File: config.mk
export PLATFORM = sky130hd
export DESIGN_NAME = fm_audio_out_buffer
export DESIGN_NICKNAME = d
export VERILOG_FILES = /design/src/rtl/fm_radio_pkg.sv /design/src/rtl/fm_fwft_fifo.sv /design/src/rtl/fm_audio_out_buffer.sv
export SDC_FILE = /design/constraint.sdc
export NUM_CORES = 1
export LEC_CHECK = 0
export CORE_UTILIZATION = 35
export CTS_BUF_LIST = sky130_fd_sc_hd__clkbuf_8 sky130_fd_sc_hd__clkbuf_16
export DETAILED_ROUTE_END_ITERATION = 8
export HOLD_SLACK_MARGIN = 0.05
export PLACE_DENSITY = 0.61
export SKIP_LAST_GASP = 1
export SYNTH_ARGS = -nofsm -noshare
export SYNTH_HDL_FRONTEND = slang
export SYNTH_HIERARCHICAL = 1
export SYNTH_SLANG_ARGS = --single-unit
export TNS_END_PERCENT = 5
File: constraint.sdc
create_clock -name clock -period 5.4 [get_ports clock]
set_clock_uncertainty 0.1 [all_clocks]
set_input_delay 0.81 -clock clock [delete_from_list [all_inputs] [get_ports clock]]
set_output_delay 0.81 -clock clock [all_outputs]
set_load 0.01 [all_outputs]
File: src/rtl/fm_radio_pkg.sv
// Shared audio-path constants for the FM radio datapath.
// No logic; widths and depths only.
// Consumers import this to pick up default sample width and buffer depth.
package fm_radio_pkg;
    localparam int AUDIO_DATA_WIDTH = 32;
    localparam int AUDIO_FIFO_DEPTH = 16;
endpackage

File: src/rtl/fm_fwft_fifo.sv
// Single-channel first-word-fall-through FIFO; head word visible on dout while not empty.
// Latency: a word written at edge N is on dout after edge N; full/empty decode the pointers combinationally.
// Backpressure: writes while full are dropped; reads while empty are ignored.
module fm_fwft_fifo #(
    parameter int DATA_WIDTH = 32,
    parameter int FIFO_DEPTH = 16
) (
    input  logic                  clock,
    input  logic                  reset,
    input  logic [DATA_WIDTH-1:0] din,
    input  logic                  wr_en,
    output logic                  full,
    output logic [DATA_WIDTH-1:0] dout,
    input  logic                  rd_en,
    output logic                  empty
);
    localparam int AW = $clog2(FIFO_DEPTH);

    logic [DATA_WIDTH-1:0] r_mem [FIFO_DEPTH];
    logic [AW:0]           r_wr_ptr;
    logic [AW:0]           r_rd_ptr;
    logic                  w_push;
    logic                  w_pop;

    // Pointer MSB is the wrap bit: equal indices mean empty or full depending on it.
    assign empty  = (r_wr_ptr == r_rd_ptr);
    assign full   = (r_wr_ptr[AW-1:0] == r_rd_ptr[AW-1:0]) && (r_wr_ptr[AW] != r_rd_ptr[AW]);
    assign w_push = wr_en & ~full;
    assign w_pop  = rd_en & ~empty;
    assign dout   = r_mem[r_rd_ptr[AW-1:0]];

    always_ff @(posedge clock) begin
        if (w_push) begin
            r_mem[r_wr_ptr[AW-1:0]] <= din;
        end
    end

    always_ff @(posedge clock) begin
        if (reset) begin
            r_wr_ptr <= '0;
            r_rd_ptr <= '0;
        end else begin
            if (w_push) r_wr_ptr <= r_wr_ptr + {{AW{1'b0}}, 1'b1};
            if (w_pop)  r_rd_ptr <= r_rd_ptr + {{AW{1'b0}}, 1'b1};
        end
    end
endmodule

File: src/rtl/fm_audio_out_buffer.sv
// Stereo output buffer: per-channel FWFT FIFOs presented downstream as matched left/right pairs.
// Latency: a pair is visible the cycle after its second sample is written (zero-cycle fall-through).
// Backpressure: per-channel full stalls producers; out_empty holds off the reader; misuse sets sticky errors.
module fm_audio_out_buffer
    import fm_radio_pkg::*;
#(
    parameter int DATA_WIDTH = AUDIO_DATA_WIDTH,
    parameter int FIFO_DEPTH = AUDIO_FIFO_DEPTH
) (
    input  logic                  clock,
    input  logic                  reset,
    input  logic [DATA_WIDTH-1:0] left_din,
    input  logic                  left_wr_en,
    output logic                  left_full,
    input  logic [DATA_WIDTH-1:0] right_din,
    input  logic                  right_wr_en,
    output logic                  right_full,
    output logic [DATA_WIDTH-1:0] left_out,
    output logic [DATA_WIDTH-1:0] right_out,
    input  logic                  out_rd_en,
    output logic                  out_empty,
    output logic                  overflow_err,
    output logic                  underflow_err
);
    logic                  w_left_empty;
    logic                  w_right_empty;
    logic [DATA_WIDTH-1:0] w_left_dout;
    logic [DATA_WIDTH-1:0] w_right_dout;
    logic                  w_pop;
    logic                  r_overflow_err;
    logic                  r_underflow_err;

    // Both channels pop together, and only when each holds a sample.
    assign out_empty = w_left_empty | w_right_empty;
    assign w_pop     = out_rd_en & ~out_empty;

    fm_fwft_fifo #(
        .DATA_WIDTH(DATA_WIDTH),
        .FIFO_DEPTH(FIFO_DEPTH)
    ) u_left_fifo (
        .clock(clock),
        .reset(reset),
        .din  (left_din),
        .wr_en(left_wr_en),
        .full (left_full),
        .dout (w_left_dout),
        .rd_en(w_pop),
        .empty(w_left_empty)
    );

    fm_fwft_fifo #(
        .DATA_WIDTH(DATA_WIDTH),
        .FIFO_DEPTH(FIFO_DEPTH)
    ) u_right_fifo (
        .clock(clock),
        .reset(reset),
        .din  (right_din),
        .wr_en(right_wr_en),
        .full (right_full),
        .dout (w_right_dout),
        .rd_en(w_pop),
        .empty(w_right_empty)
    );

    // Mask so stale storage never leaks out while no complete pair exists.
    assign left_out  = out_empty ? '0 : w_left_dout;
    assign right_out = out_empty ? '0 : w_right_dout;

    always_ff @(posedge clock) begin
        if (reset) begin
            r_overflow_err  <= 1'b0;
            r_underflow_err <= 1'b0;
        end else begin
            if ((left_wr_en & left_full) | (right_wr_en & right_full)) r_overflow_err <= 1'b1;
            if (out_rd_en & out_empty) r_underflow_err <= 1'b1;
        end
    end

    assign overflow_err  = r_overflow_err;
    assign underflow_err = r_underflow_err;
endmodule

== Word level (Yosys, flattened, before mapping) ==
Memories as Yosys holds them, arrays and structs flattened. A register that Yosys moved wholly into a read port is not among the register bits.
Cells that the tools add are included.
Operators by class
  multiply operators: 0
  divide/modulo/power cells: 0
  shift-type cells: 0
  eq/ne operators: 6
  muxes and demuxes: 10
  add/sub/neg operators: 4
  bitwise gates (word level): 15
  reduce and logical (&&, ||, !) cells: 2
  $lt $le $gt $ge: 0
Operators with widths (count)
  two-way mux 32 bit: 2
  adder 5 x 1 -> 5 bit, second input constant: 4
  two-way mux 4 bit: 4
  equality test 5 bit: 2
  bitwise AND 1 bit: 8
  equality test 4 bit: 2
  inverter 1 bit: 5
  two-way mux 1 bit: 4
  logical AND 1 bit: 2
  inequality test 1 bit: 2
  bitwise OR 1 bit: 2
Word-level totals
  memories: 2
  latch bits: 0
  input bits: 69
  RAM bits: 1024
  memory bits (read-only): 0
  register bits after elaboration: 22
Memory list
  u_left_fifo.r_mem: depth 16, bits a word 32, read ports 1, clocked after Yosys merged registers in 1, write ports 1, RTL line fm_fwft_fifo.sv:19  | logic [DATA_WIDTH-1:0] r_mem [FIFO_DEPTH];
  u_right_fifo.r_mem: depth 16, bits a word 32, read ports 1, clocked after Yosys merged registers in 1, write ports 1, RTL line fm_fwft_fifo.sv:19

== Longest topological paths before layout ==
Gate-level depths: netlist (run 1).
  word-level depth: 7
  depth in mapped cells: 12
  gate-level depth less buffers: 10

== Hierarchy ==
The synthesis (run 1) kept the hierarchy.
By module, submodules not included
  fm_fwft_fifo: seq. area each 15655.0 sq um, area an instance 20261.9 sq um, instances 2, cells each 813
  fm_audio_out_buffer: seq. area each 40.0 sq um, area an instance 551.8 sq um, instances 1, cells each 81

== Worst setup path before layout (run 1) ==
No wires, ideal clock.
  path type: input port to flip-flop
  start: in left_wr_en
  end: reg u_left_fifo.r_wr_ptr[4]
  library setup time: 123 ps
  stages: 3
  path buffers: 0
  slack: 2213 ps
  arrival: 2964 ps
  cells stage by stage: nand3_1 -> a21oi_1 -> mux2_2
Between the ends
  word-level cells in the longest chain between the ends: 1
Ends and longest elaborated chain
  start, declared: RTL line fm_audio_out_buffer.sv:13  | input logic left_wr_en,
  bitwise AND 1 bit: RTL line fm_fwft_fifo.sv:28  | assign w_push = wr_en & ~full;
  end signal, assigned: RTL line fm_fwft_fifo.sv:43  | if (w_push) r_wr_ptr <= r_wr_ptr + {{AW{1'b0}}, 1'b1};
  end, declared: RTL line fm_fwft_fifo.sv:20  | logic [AW:0] r_wr_ptr;
No other way between the ends.
A chain may end at the register's enable or synchronous reset.

== Worst setup path in the final report (run 1) ==
  start: reg u_right_fifo.r_wr_ptr[2]
  end: out left_out[5]
Between the ends
  word-level cells in the longest chain between the ends: 3
Ends and longest elaborated chain
  start, declared: RTL line fm_fwft_fifo.sv:20
  start signal, assigned: RTL line fm_fwft_fifo.sv:43
  equality test 5 bit: RTL line fm_fwft_fifo.sv:26  | assign empty = (r_wr_ptr == r_rd_ptr);
  via w_right_empty: RTL line fm_audio_out_buffer.sv:26  | logic w_right_empty;
  bitwise OR 1 bit: RTL line fm_audio_out_buffer.sv:34  | assign out_empty = w_left_empty | w_right_empty;
  two-way mux 32 bit: RTL line fm_audio_out_buffer.sv:66  | assign left_out = out_empty ? '0 : w_left_dout;
  end, declared: RTL line fm_audio_out_buffer.sv:18  | output logic [DATA_WIDTH-1:0] left_out,
The timed path passes the listed nets, and every way through them passes these cells.

==> results of run 1 <==
-- flip-flops by register name, indices dropped and copies added (netlist names), named ones only --
name / count
u_left_fifo/r_mem: 512
overflow_err: 1
u_left_fifo/r_rd_ptr: 5
u_right_fifo/r_mem: 512
u_left_fifo/r_wr_ptr: 5
underflow_err: 1
u_right_fifo/r_rd_ptr: 5
u_right_fifo/r_wr_ptr: 5
-- layer usage --
metal | part of all wire [%] | global-route usage, % | vias to the layer above
met1 | 42 | 20.5 | 10100
met4 | 1.9 | 4.07 | 8
met3 | 5.0 | 2.36 | 131
met5 | 0.053 | 0 | -
met2 | 51 | 25.7 | 543
li1 | - | - | 7832
-- worst register-to-register path: stages (launching register included) --
cell	delay, ns
dfxtp_1	0.50
xnor2_1	0.13
and4_1	0.33
nand2_1	0.19
inv_1	0.10
nor2_4	0.74
buf_4	0.32
and2_1	0.41
inv_1	0.17
nor4_1	0.34
o21ai_0	0.19
o311ai_0	0.16
-- stage by stage --
stage	std cells	instance area, sq um	setup slack, ns	util (%)
floorplan	1707	41100	2.21	-
global placement	3341	44400	1.55	38.2
detailed placement	3341	44400	1.47	38.2
CTS	3538	47900	0.714	41.2
global route	3538	47900	0.537	41.2
finish	3540	47900	0.810	41.2
-- cell usage after synthesis, types with 4 or more instances --
cell and instances:
o21ai_0 5, and2_1 63, edfxtp_1 1024, nand4_1 8, a21oi_1 9, xnor2_1 10
buf_2 10, mux2i_1 4, nor2b_1 6, and4_1 12, nor2_1 17, dfxtp_1 30
buf_1 16, mux4_2 254, inv_1 18, and2_2 4, mux2_2 10, ha_1 10
and3_1 24, clkbuf_1 26, buf_6 31, mux4_1 66, o311ai_0 8, a211oi_1 4
a311o_1 4, nand3_1 4, nand2_1 6
-- power by group --
group	leakage, nW	total, mW	switching [mW]	internal [mW]
Sequential	9.50	9.10	0.0292	9.07
Clock	1.79	7.36	3.02	4.34
Combinational	3.38	0.768	0.414	0.353
Total	14.7	17.2	3.47	13.8
-- cell families (layout without fill, tap and decap cells) --
kind of cell / Yosys count / count (layout) / share of synthesized area (%)
flip-flops: 1054 / 1054 / 76.3
multiplexers: 334 / 334 / 18.5
AND/OR/NAND/NOR: 147 / 147 / 2.17
buffers and inverters: 107 / 414 / 1.64
AO/OA/AOI/OAI: 43 / 43 / 0.789
XOR/XNOR: 12 / 12 / 0.256
adder cells (fa/ha/maj): 10 / 10 / 0.305
other: 0 / 2 / 0
-- layout make-up --
cell class	instances	area (sq um)
timing repair buffer	197	1920
tap	1524	1910
clock buffer	106	2650
inverter	20	75.1
sequential	1054	31400
fill	9971	68300
clock inverter	91	882
antenna	2	5.00
multi-input combinational	546	9120
-- final timing paths --
kind / start / endpoint / cells past startpoint
max: u_right_fifo/r_wr_ptr[2] / left_out[5] / 8
min: underflow_err / underflow_err / 2
max reg2reg: u_right_fifo/r_wr_ptr[2] / u_left_fifo/r_rd_ptr[3] / 11
min reg2reg: underflow_err / underflow_err / 2
==> results list, run 1 <==
* Vert. Die Dim: 345 um
* Wire length of the first global-routing pass: between 100 and 150 mm
- Clock latency at the later pin of the worst-skew pair: approximately 0.67 ns
* Count of unique library cells instantiated by Yosys: 40
- Relative to the synthesized area, the layout overhead comes to 16.7%.
* Number of enable flip-flop cells after synthesis: between 1k and 1.5k
- After legalization and detailed placement, the total HPWL measured a little under 50 mm.
* Sequential cell area fraction in the yosys report: 76.3%
- Antenna-violating nets left: 0
* Number of DRC violations after detailed-routing iteration 0: between 1.5k and 2k
- The most used flip-flop cell after synthesis is edfxtp_1.
- The initial antenna violation count was 4.
* Port bufs: roughly 140
- The critical path in this run is classified as flip-flop to primary output.
* Residual overflow from global routing: 0
- Leading cell types in the layout, fill and taps excluded: edfxtp_1 (1024), mux4_2 (254), clkdlybuf4s50_1 (137)
- During I/O placement, the number of pins put on the boundary was approximately 140.
* Area of the mapped netlist: between 40000 and 50000 sq um
- Across every metal layer, demand over resource in global routing totals between 10% and 20%.
- Of all nets on the critical path, the largest fanout is 34.
- Hold repair after CTS inserted 0 buffers.
* Largest buffer count on any clock path: 3
* Crit path arrival time: between 3 and 4 ns
- Most frequent standard cell in the layout excluding fill and tap cells: edfxtp_1
- Post-Syn Instances: between 1.5k and 2k
- Die area: between 100000 and 150000 sq um
* Post-route total power: roughly 17 mW
- # DRC: 0
* Transition at the pin with the smallest max-transition slack: slightly above 1 ns
* Pin count of the biggest net entering global routing: roughly 90
- Register-to-Register Setup Slack: around 1.6 ns
* Class of the tightest hold or removal check: flip-flop to flip-flop
- The final number of hold-violating endpoints was 0.
- Leading post-synthesis cells by cell area: edfxtp_1 (75%), mux4_2 (14%), mux4_1 (4.2%), dfxtp_1 (1.5%), and2_1 (0.96%)
* Crit path largest cell delay: between 0.7 and 0.8 ns
- The final layout contains about 2k nets.
- Count of buffers added by post-CTS timing repair for setup: 0
* Proportion of layout cells with a drive suffix above 1: between 20% and 30%
- The Yosys step of the flow raised 6 warnings.
* Data required time at the worst endpoint: 4.49 ns
- The largest individual stage delay along the critical path comes from the cell nor2_4.
- Buffer type at the clock tree root: clkbuf_16
- Clock input transition at the sequential cells of the worst setup and hold paths: ~0.060 ns
- Count of state elements after synthesis: ~1.1k
* Via count: between 15k and 20k
* Number of global-route vias before repair: around 20k
- For this run, the detailed router's first-pass iteration total came to 5.
- Cell taking the most area after synthesis: edfxtp_1
- Power density normalized to cell area: about 360 nW/um^2
- At the end of routability-driven placement, the weighted congestion stood at slightly below 0.8.
* Proportion of register bits with asynchronous set or reset after synthesis: 0%
* Final Routed Wirelength: between 90 and 100 mm
* Highest Clock Rate: around 0.22 GHz
* Vias per inst: 5.26
* Worst vdd ir: about 0.24 mV
* Max-cap violation count: 0
- Worst-case headroom to the max-slew limit: 31.6%
- Once the floorplan was initialized, standard cells occupied a little over a third of the core.
* Number of sinks on the clock net: ~1.1k
- The tightest hold path in the finished design has a slack of about 0.35 ns.
* Slew Limit Fails: 0
- The analysis attributes to cell leakage a power of ~15 nW.
- Fin crit period: between 4 and 5 ns
- Final setup violation count: 0
- TritonCTS Buffers: roughly 110
- STA classifies the critical path endpoint as a primary output.
- Setup repair after global routing left no endpoint under its margin.
* Setup TNS after final layout: 0 ns
* Core outline area: roughly 120000 sq um
- Total of cells resized after clock tree synthesis: 0
- Clock tree from TritonCTS: done
- Each instance of the synthesized netlist takes up on average around 24 sq um.
* Post-synth top area share: roughly three quarters
- After detailed routing, the average wire length per cell comes to roughly 25 um.
* Gate family responsible for the most delay along the worst path: simple AND/OR/NAND/NOR gates
* Count of buffer and inverter cells on the critical path: 3
* Horizontal die dimension: 345 um
* Number of H-tree levels: 3
* Type of element launching the critical path: flip-flop
* Series of cell instances along the critical path: xnor2_1 -> and4_1 -> nand2_1 -> inv_1 -> nor2_4 -> buf_12 -> and2_1 -> clkdlybuf4s50_1
* Cell row count: between 100 and 150
* Result of the run: complete, no violations
- Final critical-path share of the clock period: 85.0%
- Synthesized Nets: 1786
(Power assumes the default switching activity.)
==> run 2, diff against run 1 <==
- SETUP_SLACK_MARGIN: not set -> 0.5
- SLEW_MARGIN: not set -> 5
==> results of run 2 <==
The final DEF is identical to that of run 1; final timing and power are the same.
